===== src/rtl/aftab_mem_byte_bridge.sv =====
// ---------------------------------------------------------------------------
// aftab_mem_byte_bridge
//
// Byte-wide bridge between the AFTAB data-adjustment units and a synchronous
// byte-wide external memory. One byte write or byte read is accepted per
// request. The access holds chip select for waitStates+1 cycles, then
// memReady pulses for one cycle so the adjustment unit can step its byte
// counter.
//
// State table
//   IDLE   | waiting for writeMem/readMem; latches address, data and op
//   ACCESS | memCS asserted; wait-state counter runs down to zero
//   DONE   | memReady pulse; requests are ignored for this cycle
//
// Parameters
//   size        address width in bits
//   waitStates  extra memory cycles per access (0..15)
//
// Ports
//   clk            system clock, rising edge
//   rst            asynchronous reset, active low
//   writeMem       byte write request (level, sampled in IDLE only)
//   readMem        byte read request (level, sampled in IDLE only)
//   addrIn         byte address of the request
//   dataIn         write byte
//   memReady       one-cycle completion pulse
//   dataOut        last byte read; held until the next read completes
//   busy           high in ACCESS and DONE
//   collisionFlag  one-cycle pulse when write and read arrive together
//   memAddr        external memory address (latched)
//   memDataW       external write data (latched)
//   memDataR       external read data, valid on the final ACCESS cycle
//   memCS          external chip select
//   memWE          external write enable, only ever high with memCS
// ---------------------------------------------------------------------------
module aftab_mem_byte_bridge #(
  parameter int size       = 32,
  parameter int waitStates = 2
) (
  input  logic            clk,
  input  logic            rst,
  input  logic            writeMem,
  input  logic            readMem,
  input  logic [size-1:0] addrIn,
  input  logic [7:0]      dataIn,
  output logic            memReady,
  output logic [7:0]      dataOut,
  output logic            busy,
  output logic            collisionFlag,
  output logic [size-1:0] memAddr,
  output logic [7:0]      memDataW,
  input  logic [7:0]      memDataR,
  output logic            memCS,
  output logic            memWE
);

  typedef enum logic [1:0] {
    IDLE   = 2'd0,
    ACCESS = 2'd1,
    DONE   = 2'd2
  } state_t;

  localparam logic [3:0] WAIT_LOAD = 4'(waitStates);

  state_t            state_q;
  logic [size-1:0]   addr_q;
  logic [7:0]        data_q;
  logic [7:0]        data_out_q;
  logic [3:0]        wait_cnt_q;
  logic              op_write_q;
  logic              mem_cs_q;
  logic              mem_we_q;
  logic              mem_ready_q;
  logic              busy_q;
  logic              collision_q;

  // All outputs come straight from flops; nothing combinational from inputs.
  // The strobes are written with their next-cycle value on each transition so
  // they line up with the state they describe.
  always_ff @(posedge clk or negedge rst) begin
    if (!rst) begin
      state_q     <= IDLE;
      addr_q      <= '0;
      data_q      <= '0;
      data_out_q  <= '0;
      wait_cnt_q  <= '0;
      op_write_q  <= 1'b0;
      mem_cs_q    <= 1'b0;
      mem_we_q    <= 1'b0;
      mem_ready_q <= 1'b0;
      busy_q      <= 1'b0;
      collision_q <= 1'b0;
    end else begin
      unique case (state_q)
        IDLE: begin
          mem_ready_q <= 1'b0;
          collision_q <= 1'b0;
          if (writeMem || readMem) begin
            addr_q      <= addrIn;
            data_q      <= dataIn;
            // Write wins a collision; the read is dropped, not queued.
            op_write_q  <= writeMem;
            wait_cnt_q  <= WAIT_LOAD;
            collision_q <= writeMem && readMem;
            mem_cs_q    <= 1'b1;
            mem_we_q    <= writeMem;
            busy_q      <= 1'b1;
            state_q     <= ACCESS;
          end
        end
        ACCESS: begin
          collision_q <= 1'b0;
          if (wait_cnt_q != 4'd0) begin
            wait_cnt_q <= wait_cnt_q - 4'd1;
          end else begin
            if (!op_write_q) begin
              data_out_q <= memDataR;
            end
            mem_cs_q    <= 1'b0;
            mem_we_q    <= 1'b0;
            mem_ready_q <= 1'b1;
            state_q     <= DONE;
          end
        end
        DONE: begin
          mem_ready_q <= 1'b0;
          busy_q      <= 1'b0;
          state_q     <= IDLE;
        end
        default: begin
          mem_cs_q    <= 1'b0;
          mem_we_q    <= 1'b0;
          mem_ready_q <= 1'b0;
          busy_q      <= 1'b0;
          collision_q <= 1'b0;
          state_q     <= IDLE;
        end
      endcase
    end
  end

  assign memReady      = mem_ready_q;
  assign dataOut       = data_out_q;
  assign busy          = busy_q;
  assign collisionFlag = collision_q;
  assign memAddr       = addr_q;
  assign memDataW      = data_q;
  assign memCS         = mem_cs_q;
  assign memWE         = mem_we_q;

endmodule

===== config.mk =====
export PLATFORM = sky130hd
export DESIGN_NAME = aftab_mem_byte_bridge
export DESIGN_NICKNAME = d
export VERILOG_FILES = /design/src/rtl/aftab_mem_byte_bridge.sv
export SDC_FILE = /design/constraint.sdc
export NUM_CORES = 1
export LEC_CHECK = 0
export CORE_UTILIZATION = 35
export CTS_CLUSTER_SIZE = 24
export DETAILED_ROUTE_END_ITERATION = 6
export PLACE_DENSITY = 0.69
export SLEW_MARGIN = 25
export SYNTH_ARGS = -nofsm -noshare
export SYNTH_HDL_FRONTEND = slang
export SYNTH_SLANG_ARGS = --single-unit

===== constraint.sdc =====
create_clock -name clk -period 4.8 [get_ports clk]
set_input_delay 0.96 -clock clk [delete_from_list [all_inputs] [get_ports clk]]
set_output_delay 0.96 -clock clk [all_outputs]
set_load 0.03 [all_outputs]

Word-level counts from Yosys, hierarchy flattened
Cells that the tools add are included.

operators by class
  eq/ne operators = 5
  muxes and demuxes = 16
  reductions and logical operators = 11
  bitwise operators = 4
  add/subtract/negate cells = 1

operators by type and width
  operator                                                               number
  3-bit AND reduction                                                    3
  4-bit 2-to-1 mux                                                       2
  4-bit one-hot mux with 2 select lines                                  1
  1-bit 2-to-1 mux                                                       6
  2-bit != test, second input constant                                   3
  1-bit one-hot mux with 3 select lines                                  2
  2-bit AND reduction                                                    3
  2-bit 2-to-1 mux                                                       2
  1-bit inverter                                                         4
  1-bit one-hot mux with 2 select lines                                  2
  2-bit one-hot mux with 2 select lines                                  1
  4-bit nonzero test                                                     1
  4-bit by 1-bit subtractor with 4-bit output, second input constant     1
  2-bit by 1-bit equality test with 1-bit output, second input constant  1
  2-bit equality test, second input constant                             1
  2-bit zero test                                                        1
  2-bit nonzero test                                                     1
  1-bit logical AND                                                      1
  1-bit logical OR                                                       1

storage, ports and cells
  register bits = 60
  word-level logic and storage cells = 48

Logic depth before layout (Yosys ltp)
Gate-level depths: netlist of run 1.

  word-level depth = 3
  depth in mapped cells = 7
  mapped depth without buffers = 5

Least setup slack after synthesis of run 1
No wires, ideal clock.

  path type = register to register
  start point = register wait_cnt_q[0]
  end point = register data_out_q[0], in the netlist dataOut[0]
  stages on the path, launching flop included = 8
  setup slack = 2796 ps
  buffers on the path = 2
  required time = 4675 ps
  arrival time = 1879 ps
  cell sequence = dfrtp_1 -> inv_1 -> ha_1 -> or3b_1 -> buf_2 -> or3_1 -> buf_6 -> mux2_4

on the way
  cells in the longest elaborated chain, start to end = 3

ends and longest elaborated chain
  item                           line  RTL
  start, declared                69    logic [3:0] wait_cnt_q;
  start signal, assigned         114   wait_cnt_q <= wait_cnt_q - 4'd1;
  4-bit nonzero test             113   if (wait_cnt_q != 4'd0) begin
  1-bit inverter (no line)       n/a
  3-bit AND reduction (no line)  n/a
  end signal, assigned           117   data_out_q <= memDataR;
  end, declared                  68    logic [7:0] data_out_q;

No other way between the ends.
A chain may end at the register's enable or synchronous reset.

Worst setup path after layout of run 1
  start point = input port readMem
  end point = register data_q[5], in the netlist memDataW[5]

on the way
  cells in the longest elaborated chain, start to end = 2

ends and longest elaborated chain
  item                           line  RTL
  start, declared                43    input logic readMem,
  1-bit logical OR               98    if (writeMem || readMem) begin
  2-bit AND reduction (no line)  n/a
  end signal, assigned           100   data_q <= dataIn;
  end, declared                  67    logic [7:0] data_q;

No other way between the ends.

==> flow_metrics.env, run 1 <==
export IMPL_worst_hold_path_type="input port to asynchronous set/reset pin"
export IMPL_grt_pass1_wl_um=8530
export IMPL_post_cts_setup_buffers=0
export IMPL_cts_buffer_depth=2
export IMPL_via_per_inst=4.84
export IMPL_powerDensity_nw_per_um2=765
export IMPL_antenna_found_initial=0
export IMPL_outcome="finished, violations left"
export IMPL_synth_cells=161
export IMPL_fmax_mhz=396
export IMPL_antenna_cells=0
export IMPL_synth_area_leader_cell="dfrtp_1"
export IMPL_seq_area_frac_synth=0.631
export IMPL_insertion_delay_ns=0.33
export IMPL_required_ns=5.01
export IMPL_dieArea_um2=7130
export IMPL_clk_pin_slew_ns=0.06
export IMPL_finalClockSkew_ns=0.00655
export IMPL_core_area_um2=6460
export IMPL_cts_resized=0
export IMPL_failed_checks="DRC"
export IMPL_grt_start_max_net_pins=52
export IMPL_placed_area_um2=3510
export IMPL_vias=1705
export IMPL_arrival_ns=2.73
export IMPL_yosys_top_cells_area="dfrtp_1 63%, mux2_2 19%, mux2_4 5.0%"
export IMPL_drt_wl_total_um=5140
export IMPL_critPathSlowestCell="clkdlybuf4s50_1"
export IMPL_synth_ff_type="dfrtp_1"
export IMPL_critPathMaxStageDelay_ns=0.54
export IMPL_cts_tree="done"
export IMPL_fin_crit_sh=0.526
export IMPL_setup_tns_ns=0
export IMPL_io_pins=105
export IMPL_fin_crit_ns=2.53
export IMPL_whs_ns=0.485
export IMPL_drive_gt1_frac=0.247
export IMPL_syn_area_per_cell_um2=14.8
export IMPL_syn_area_um2=2380
export IMPL_synth_cell_types=29
export IMPL_synth_nets=215
export IMPL_ys_ff_latch=60
export IMPL_h_tree_depth=3
export IMPL_maxSlewViolCount=0
export IMPL_yosys_warnings=0
export IMPL_ir_worst_vdd_uv=368
export IMPL_place_port_buffers=104
export IMPL_dieHeight_um=84.5
export IMPL_die_w_um=84.5
export IMPL_synth_top_area_frac=0.631
export IMPL_critPathKind="input port to flip-flop"
export IMPL_ctsHoldBuffers=0
export IMPL_root_buffer="clkbuf_8"
export IMPL_gp_congestion=0.766
export IMPL_endpoint_kind="flip-flop"
export IMPL_drtIter0Drc=62
export IMPL_area_growth_pct=55.3
export IMPL_synth_edff_count=0
export IMPL_cp_max_fo=26
export IMPL_cts_buffers_inserted=9
export IMPL_hold_viol=0
export IMPL_drcViolationCount=7
export IMPL_grt_util_all_layers=0.157
export IMPL_yosysMostFrequentCell="dfrtp_1"
export IMPL_tightest_slew_ns=0.647
export IMPL_ys_top_cells_by_count="60 x dfrtp_1, 40 x mux2_2, 8 x mux2_4, 8 x nor2_1, 6 x nand3_1"
export IMPL_max_cap_violations=0
export IMPL_design_area_um2=3690
export IMPL_cts_sinks=60
export IMPL_start_kind="input port"
export IMPL_dp_final_hpwl_um=3630
export IMPL_first_pass_iters=6
export IMPL_rsz0062_at_grt="no"
export IMPL_leakage_nw=1.57
export IMPL_avgRoutedWirePerCell_um=14.6
export IMPL_fin_nets=325
export IMPL_grt_pass1_vias=1708
export IMPL_ant_nets=0
export IMPL_slew_headroom=0.569
export IMPL_start_util=0.368
export IMPL_synthArstFlopShare=1.00
export IMPL_setup_viol=0
export IMPL_rows=29
export IMPL_crit_chain="clkdlybuf4s50_1, nor2_1, nor2_4, buf_12, mux2_2"
export IMPL_grt_overflow_total=0
[per-layer routing]
metal  GRT usage  vias up  wire length, µm
met5           0        -                0
met4      0.0740        0               78
met2       0.224       80             2270
met1       0.205      827             2250
li1            -      789                -
met3      0.0708        9              547
[cells by family after synthesis]
group                    after synthesis  share of synthesized area
AO/OA/AOI/OAI                         13                     0.0384
adder cells (fa/ha/maj)                2                     0.0105
buffers and inverters                 11                     0.0231
flip-flops                            60                      0.631
multiplexers                          49                      0.244
AND/OR/NAND/NOR                       26                     0.0531
[critical path: cells and delay by family]
kind                   cells  cell delay, ns
buffers and inverters      2            0.80
multiplexers               1            0.35
AND/OR/NAND/NOR            2            0.61
[placed cells by master (no fill, tap or decap), types with 2 or more instances in the layout]
master           Yosys  layout
clkbuf_8             0      13
clkdlybuf4s50_1      0     103
dfrtp_1             60      60
ha_1                 2       2
inv_1                4       4
mux2_2              40      40
mux2_4               8       8
nand2_1              4       4
nand3_1              6       6
nor2_1               8       7
nor3_1               2       2
o21ai_0              4       4
[through the flow]
stage / cells / total power, mW / util / setup slack, ns
2_1_floorplan: 161 / 1.82 / - / 2.80
3_3_place_gp: 336 / 2.39 / 0.540 / 1.67
3_5_place_dp: 337 / 2.43 / 0.543 / 1.92
4_1_cts: 352 / 2.86 / 0.572 / 2.27
5_1_grt: 352 / 2.99 / 0.572 / 2.20
6_report: 352 / 2.83 / 0.572 / 2.27
[registers in the layout, indices dropped and copies added (netlist names)]
register	count
state_q	2
busy	1
op_write_q	1
collisionFlag	1
memDataW	8
dataOut	8
memReady	1
memWE	1
wait_cnt_q	4
memCS	1
memAddr	32
[layout make-up]
| cell class | instances | area, µm² |
|---|---|---|
| clock buffers | 14 | 183 |
| clock inverters | 1 | 5.00 |
| fillers | 553 | 2760 |
| inverters | 4 | 15.0 |
| multi-input cells | 90 | 831 |
| flip-flops and latches | 60 | 1500 |
| well taps | 77 | 96.3 |
| repair buffers | 106 | 1060 |
[worst paths after layout]
kind	from	endpoint	slack (ns)	cells after the start
worst max-delay path	readMem	memDataW[5]$_DFFE_PN0P_	2.27	5
worst min-delay path	rst	memReady$_DFFE_PN0P_	0.48	1
worst max register to register	wait_cnt_q[0]$_DFFE_PN0P_	dataOut[6]$_DFFE_PN0P_	2.57	5
worst min register to register	memReady$_DFFE_PN0P_	memReady$_DFFE_PN0P_	0.50	2
max in group asynchronous	rst	memDataW[5]$_DFFE_PN0P_	3.41	2
min in group clk	memReady$_DFFE_PN0P_	memReady$_DFFE_PN0P_	0.50	2
[where the power goes]
group | internal [mW] | switching (mW) | total, mW
Sequential | 0.761 | 0.141 | 0.901
Combinational | 0.728 | 0.777 | 1.50
Clock | 0.240 | 0.179 | 0.419
Total | 1.73 | 1.10 | 2.83
No activity file was read; power rests on OpenSTA's default activity.
==> run 2: changes to the inputs <==
- PLACE_DENSITY: 0.69 -> 0.71
- clock period: 4.8 -> 2.3 ns (I/O delays scaled with it)
==> flow_metrics.env, run 2 (synthesized netlist as in run 1, its figures left out) <==
export IMPL_fin_nets=328
export IMPL_endpoint_kind="flip-flop"
export IMPL_r2r_start="wait_cnt_q[0]$_DFFE_PN0P_"
export IMPL_arrival_ns=2.31
export IMPL_nFillCells=577
export IMPL_dp_cells=340
export IMPL_insertion_delay_ns=0.32
export IMPL_reg2reg_to="dataOut[2]$_DFFE_PN0P_"
export IMPL_final_common_cell="clkdlybuf4s50_1"
export IMPL_worstSetupStartpoint="wait_cnt_q[0]$_DFFE_PN0P_"
export IMPL_cts_sinks=60
export IMPL_setup_viol=0
export IMPL_rrSetupSlack_ns=0.20
export IMPL_fin_cells=355
export IMPL_slew_headroom=0.631
export IMPL_largest_register_ffs=32
export IMPL_busiest_layer="met2"
export IMPL_avgRoutedWirePerCell_um=14.4
export IMPL_gr_usage_met3=0.0590
export IMPL_most_common_layout_cells="103 x clkdlybuf4s50_1, 60 x dfrtp_1, 40 x mux2_2"
export IMPL_cts_resized=0
export IMPL_outcome="finished, violations left"
export IMPL_setup_tns_ns=0
export IMPL_antenna_found_initial=0
export IMPL_required_ns=2.51
export IMPL_use_met1=0.191
export IMPL_ir_worst_vdd_uv=913
export IMPL_via_per_inst=4.84
export IMPL_root_buffer="clkbuf_8"
export IMPL_drive_gt1_frac=0.255
export IMPL_rows=29
export IMPL_cts_tree="done"
export IMPL_worst_hold_path_type="input port to asynchronous set/reset pin"
export IMPL_finalClockSkew_ns=0.00472
export IMPL_area_growth_pct=56.7
export IMPL_grt_pass1_wl_um=8480
export IMPL_worstSetupPathDepth=5
export IMPL_powerDensity_nw_per_um2=1590
export IMPL_globalRouteMet2Util=0.244
export IMPL_critPathKind="flip-flop to flip-flop"
export IMPL_io_pins=105
export IMPL_grt_pass1_vias=1839
export IMPL_cts_buffers_inserted=9
export IMPL_ant_nets=0
export IMPL_drcViolationCount=8
export IMPL_crit_chain="inv_1, ha_1, or3b_1, or3_1, mux2_4"
export IMPL_critPathMaxStageDelay_ns=0.58
export IMPL_start_kind="flip-flop"
export IMPL_fin_crit_ns=2.10
export IMPL_first_pass_iters=7
export IMPL_cp_max_fo=8
export IMPL_crit_family="simple AND/OR/NAND/NOR gates"
export IMPL_cts_buffer_depth=2
export IMPL_dieHeight_um=84.5
export IMPL_drt_wl_total_um=5110
export IMPL_h_tree_depth=3
export IMPL_ctsHoldBuffers=0
export IMPL_tightest_slew_ns=0.553
export IMPL_path_buf_inv=1
export IMPL_core_area_um2=6460
export IMPL_grt_start_max_net_pins=39
export IMPL_dp_final_hpwl_um=3700
export IMPL_rsz0062_at_grt="no"
export IMPL_leakage_nw=1.58
export IMPL_fmax_mhz=476
export IMPL_maxSlewViolCount=0
export IMPL_max_cap_violations=0
export IMPL_die_w_um=84.5
export IMPL_crit_end="dataOut[2]$_DFFE_PN0P_"
export IMPL_dieArea_um2=7130
export IMPL_failed_checks="DRC"
export IMPL_post_cts_setup_buffers=0
export IMPL_antenna_cells=0
export IMPL_clk_pin_slew_ns=0.06
export IMPL_reg2reg_depth=5
export IMPL_grt_util_all_layers=0.156
export IMPL_place_port_buffers=104
export IMPL_critPathSlowestCell="or3_1"
export IMPL_start_util=0.368
export IMPL_drtIter0Drc=62
export IMPL_gp_congestion=0.794
export IMPL_grt_overflow_total=0
export IMPL_vias=1717
export IMPL_hold_viol=0
export IMPL_fin_crit_sh=0.913
[run 2: changes by cell type in the layout (fill, tap and decap cells not counted), sizes merged]
cell and delta:
buf +3
[run 2: final cells by class]
type,count,area [µm²],area share
timing repair buffer,109,1100,0.295
inverter,4,15.0,0.00403
sequential,60,1500,0.403
clock buffer,14,183,0.0490
clock inverter,1,5.00,0.00134
multi-input combinational,90,831,0.223
tap,77,96.3,0.0258
[run 2: how the worst min path moves through the flow]
stage               from                endpoint  slack [ns]
CTS                  rst  dataOut[0]$_DFFE_PN0P_        0.12
global placement     rst  dataOut[2]$_DFFE_PN0P_        0.47
detailed placement   rst  dataOut[0]$_DFFE_PN0P_        0.48
global route         rst  dataOut[0]$_DFFE_PN0P_        0.15
floorplan            rst        busy$_DFFE_PN0P_        0.16
finish               rst  dataOut[2]$_DFFE_PN0P_        0.12
[run 2: report_power, final]
group | switching (mW) | internal (mW) | leakage [nW]
registers | 0.292 | 1.59 | 0.705
clock network | 0.377 | 0.502 | 0.0986
logic | 1.62 | 1.54 | 0.781
[run 2: worst reg2reg max path: cells and delay by family, from the launching register on]
family                   cells  cell delay (ns)
AND/OR/NAND/NOR              2             0.94
flip-flops                   1             0.37
adder cells (fa/ha/maj)      1             0.18
multiplexers                 1             0.38
buffers and inverters        1             0.11
[run 2: routing by layer]
metal  vias up  share of wire
li1        790              -
met1       840           0.42
met2        75           0.46
met3        12          0.096
met4         0          0.022
met5         -              0
[run 2: metrics by stage]
stage / hold slack, ns / setup slack (ns) / utilization / cell area, µm² / power [mW]
2_1_floorplan: 0.164 / 0.296 / - / 2380 / 3.79
3_3_place_gp: 0.467 / 0.248 / 0.548 / 3540 / 5.03
3_5_place_dp: 0.480 / 0.203 / 0.548 / 3540 / 5.09
4_1_cts: 0.124 / 0.197 / 0.577 / 3730 / 6.00
5_1_grt: 0.146 / 0.107 / 0.577 / 3730 / 6.28
6_report: 0.119 / 0.200 / 0.577 / 3730 / 5.92
==> run 3: changes to the inputs <==
- SETUP_SLACK_MARGIN: not set -> 0.3
==> flow_metrics.env, run 3 (synthesized netlist as in run 1, its figures left out) <==
export IMPL_outcome="finished, violations left"
export IMPL_failed_checks="DRC"
export IMPL_start_kind="flip-flop"
export IMPL_p_sw_mw=2.29
export IMPL_drive_gt1_frac=0.273
export IMPL_crit_family="simple AND/OR/NAND/NOR gates"
export IMPL_critPathMaxStageDelay_ns=0.49
export IMPL_place_port_buffers=104
export IMPL_fin_ws_ns=0.363
export IMPL_nFillCells=568
export IMPL_grt_util_all_layers=0.161
export IMPL_clk_pin_slew_ns=0.06
export IMPL_cp_max_fo=8
export IMPL_fmax_mhz=516
export IMPL_critPathSlowestCell="or3_4"
export IMPL_hold_viol=0
export IMPL_wl_met2_um=2320
export IMPL_design_area_um2=3710
export IMPL_cts_buffers_inserted=9
export IMPL_ant_nets=0
export IMPL_critPathKind="flip-flop to flip-flop"
export IMPL_via_per_inst=4.83
export IMPL_start_util=0.368
export IMPL_io_pins=105
export IMPL_p_sw_frac=0.395
export IMPL_required_ns=2.50
export IMPL_met1_length_um=2300
export IMPL_grt_overflow_total=0
export IMPL_powerDensity_nw_per_um2=1570
export IMPL_p_clk_frac=0.126
export IMPL_top_layer="met4"
export IMPL_worst_hold_path_type="input port to asynchronous set/reset pin"
export IMPL_area_growth_pct=55.8
export IMPL_final_common_cell="clkdlybuf4s50_1"
export IMPL_cts_buffer_depth=2
export IMPL_leakage_nw=1.57
export IMPL_avgRoutedWirePerCell_um=14.4
export IMPL_h_tree_depth=3
export IMPL_placed_area_um2=3540
export IMPL_dieArea_um2=7130
export IMPL_rsz0062_at_grt="no"
export IMPL_die_w_um=84.5
export IMPL_dieHeight_um=84.5
export IMPL_p_comb_frac=0.550
export IMPL_cts_tree="done"
export IMPL_maxSlewViolCount=0
export IMPL_slew_headroom=0.683
export IMPL_fin_crit_ns=1.94
export IMPL_fin_crit_sh=0.842
export IMPL_grt_pass1_vias=1789
export IMPL_rows=29
export IMPL_dp_slack_ns=0.212
export IMPL_drcViolationCount=8
export IMPL_grt_pass1_wl_um=8840
export IMPL_p_int_mw=3.52
export IMPL_dp_final_hpwl_um=3650
export IMPL_wl_met3_um=429
export IMPL_setup_viol=0
export IMPL_fin_nets=330
export IMPL_setup_tns_ns=0
export IMPL_gp_congestion=0.823
export IMPL_antenna_cells=0
export IMPL_first_pass_iters=7
export IMPL_insertion_delay_ns=0.32
export IMPL_drtIter0Drc=65
export IMPL_grt_start_max_net_pins=49
export IMPL_root_buffer="clkbuf_8"
export IMPL_endpoint_kind="flip-flop"
export IMPL_path_buf_inv=1
export IMPL_cts_sinks=60
export IMPL_vias=1713
export IMPL_arrival_ns=2.14
export IMPL_core_area_um2=6460
export IMPL_ir_worst_vdd_uv=739
export IMPL_drt_wl_total_um=5110
export IMPL_power_frac_seq=0.325
export IMPL_crit_chain="inv_2, ha_2, or3b_1, or3_4, mux2_4"
export IMPL_antenna_found_initial=0
export IMPL_largest_register_ffs=32
export IMPL_p_total_mw=5.81
export IMPL_max_cap_violations=0
export IMPL_finalClockSkew_ns=0.00506
export IMPL_most_common_layout_cells="103 x clkdlybuf4s50_1, 60 x dfrtp_1, 40 x mux2_2"
export IMPL_ctsHoldBuffers=0
export IMPL_tightest_slew_ns=0.475
[run 3: changes by cell type in the layout (fill, tap and decap cells not counted), sizes merged]
| cell | delta |
|---|---|
| clkbuf | -5 |
| clkinv | +3 |
| buf | +2 |
[run 3: per-layer routing]
| layer | track usage | vias up |
|---|---|---|
| li1 | - | 800 |
| met1 | 0.207 | 836 |
| met2 | 0.250 | 69 |
| met3 | 0.0590 | 8 |
| met4 | 0.0647 | 0 |
| met5 | 0 | - |
[run 3: worst register-to-register path, stage by stage, from the launching register on]
cell and delay [ns]:
dfrtp_1 0.39, inv_2 0.08, ha_2 0.18, or3b_1 0.36, or3_4 0.49, mux2_4 0.33
[run 3: area by class of cell]
type                    instances  area [µm²]  share of cell area
well taps                      77        96.3              0.0260
multi-input cells              90         838               0.226
clock buffers                   9         124              0.0334
repair buffers                111        1110               0.300
flip-flops and latches         60        1500               0.405
clock inverters                 4        20.0             0.00540
inverters                       4        15.0             0.00405
[run 3: power by group through the flow]
stage               clock network (mW)  registers (mW)  logic, mW
finish                           0.730            1.89       3.19
global route                     0.814            1.96       3.39
CTS                              0.761            1.89       3.20
detailed placement                   0            1.90       3.19
global placement                     0            1.88       3.15
floorplan                            0            2.80      0.992
[run 3: path summary, 6_finish.rpt]
kind | startpoint | endpoint | slack, ns | cells past startpoint
max in group asynchronous | rst | memAddr[9]$_DFFE_PN0P_ | 1.71 | 2
worst max-delay path | wait_cnt_q[0]$_DFFE_PN0P_ | dataOut[2]$_DFFE_PN0P_ | 0.36 | 5
min in group clk | busy$_DFFE_PN0P_ | busy$_DFFE_PN0P_ | 0.50 | 1
worst max register to register | wait_cnt_q[0]$_DFFE_PN0P_ | dataOut[2]$_DFFE_PN0P_ | 0.36 | 5
worst min-delay path | rst | dataOut[0]$_DFFE_PN0P_ | 0.04 | 1
worst min register to register | busy$_DFFE_PN0P_ | busy$_DFFE_PN0P_ | 0.50 | 1
[run 3: stage by stage]
step / util / hold WS, ns / cells
floorplan: - / 0.164 / 161
global placement: 0.548 / 0.385 / 340
detailed placement: 0.548 / 0.391 / 340
CTS: 0.571 / 0.0380 / 353
global route: 0.574 / 0.0408 / 355
finish: 0.574 / 0.0355 / 355
[run 3: timing repair]
| action | in CTS | in global routing |
|---|---|---|
| cloned | 0 | 0 |
| gates resized for setup | 1 | 2 |
| pin swaps | 0 | 1 |
| buffers inserted | 0 | 2 |
| endpoints found under the setup margin | 8 | 2 |
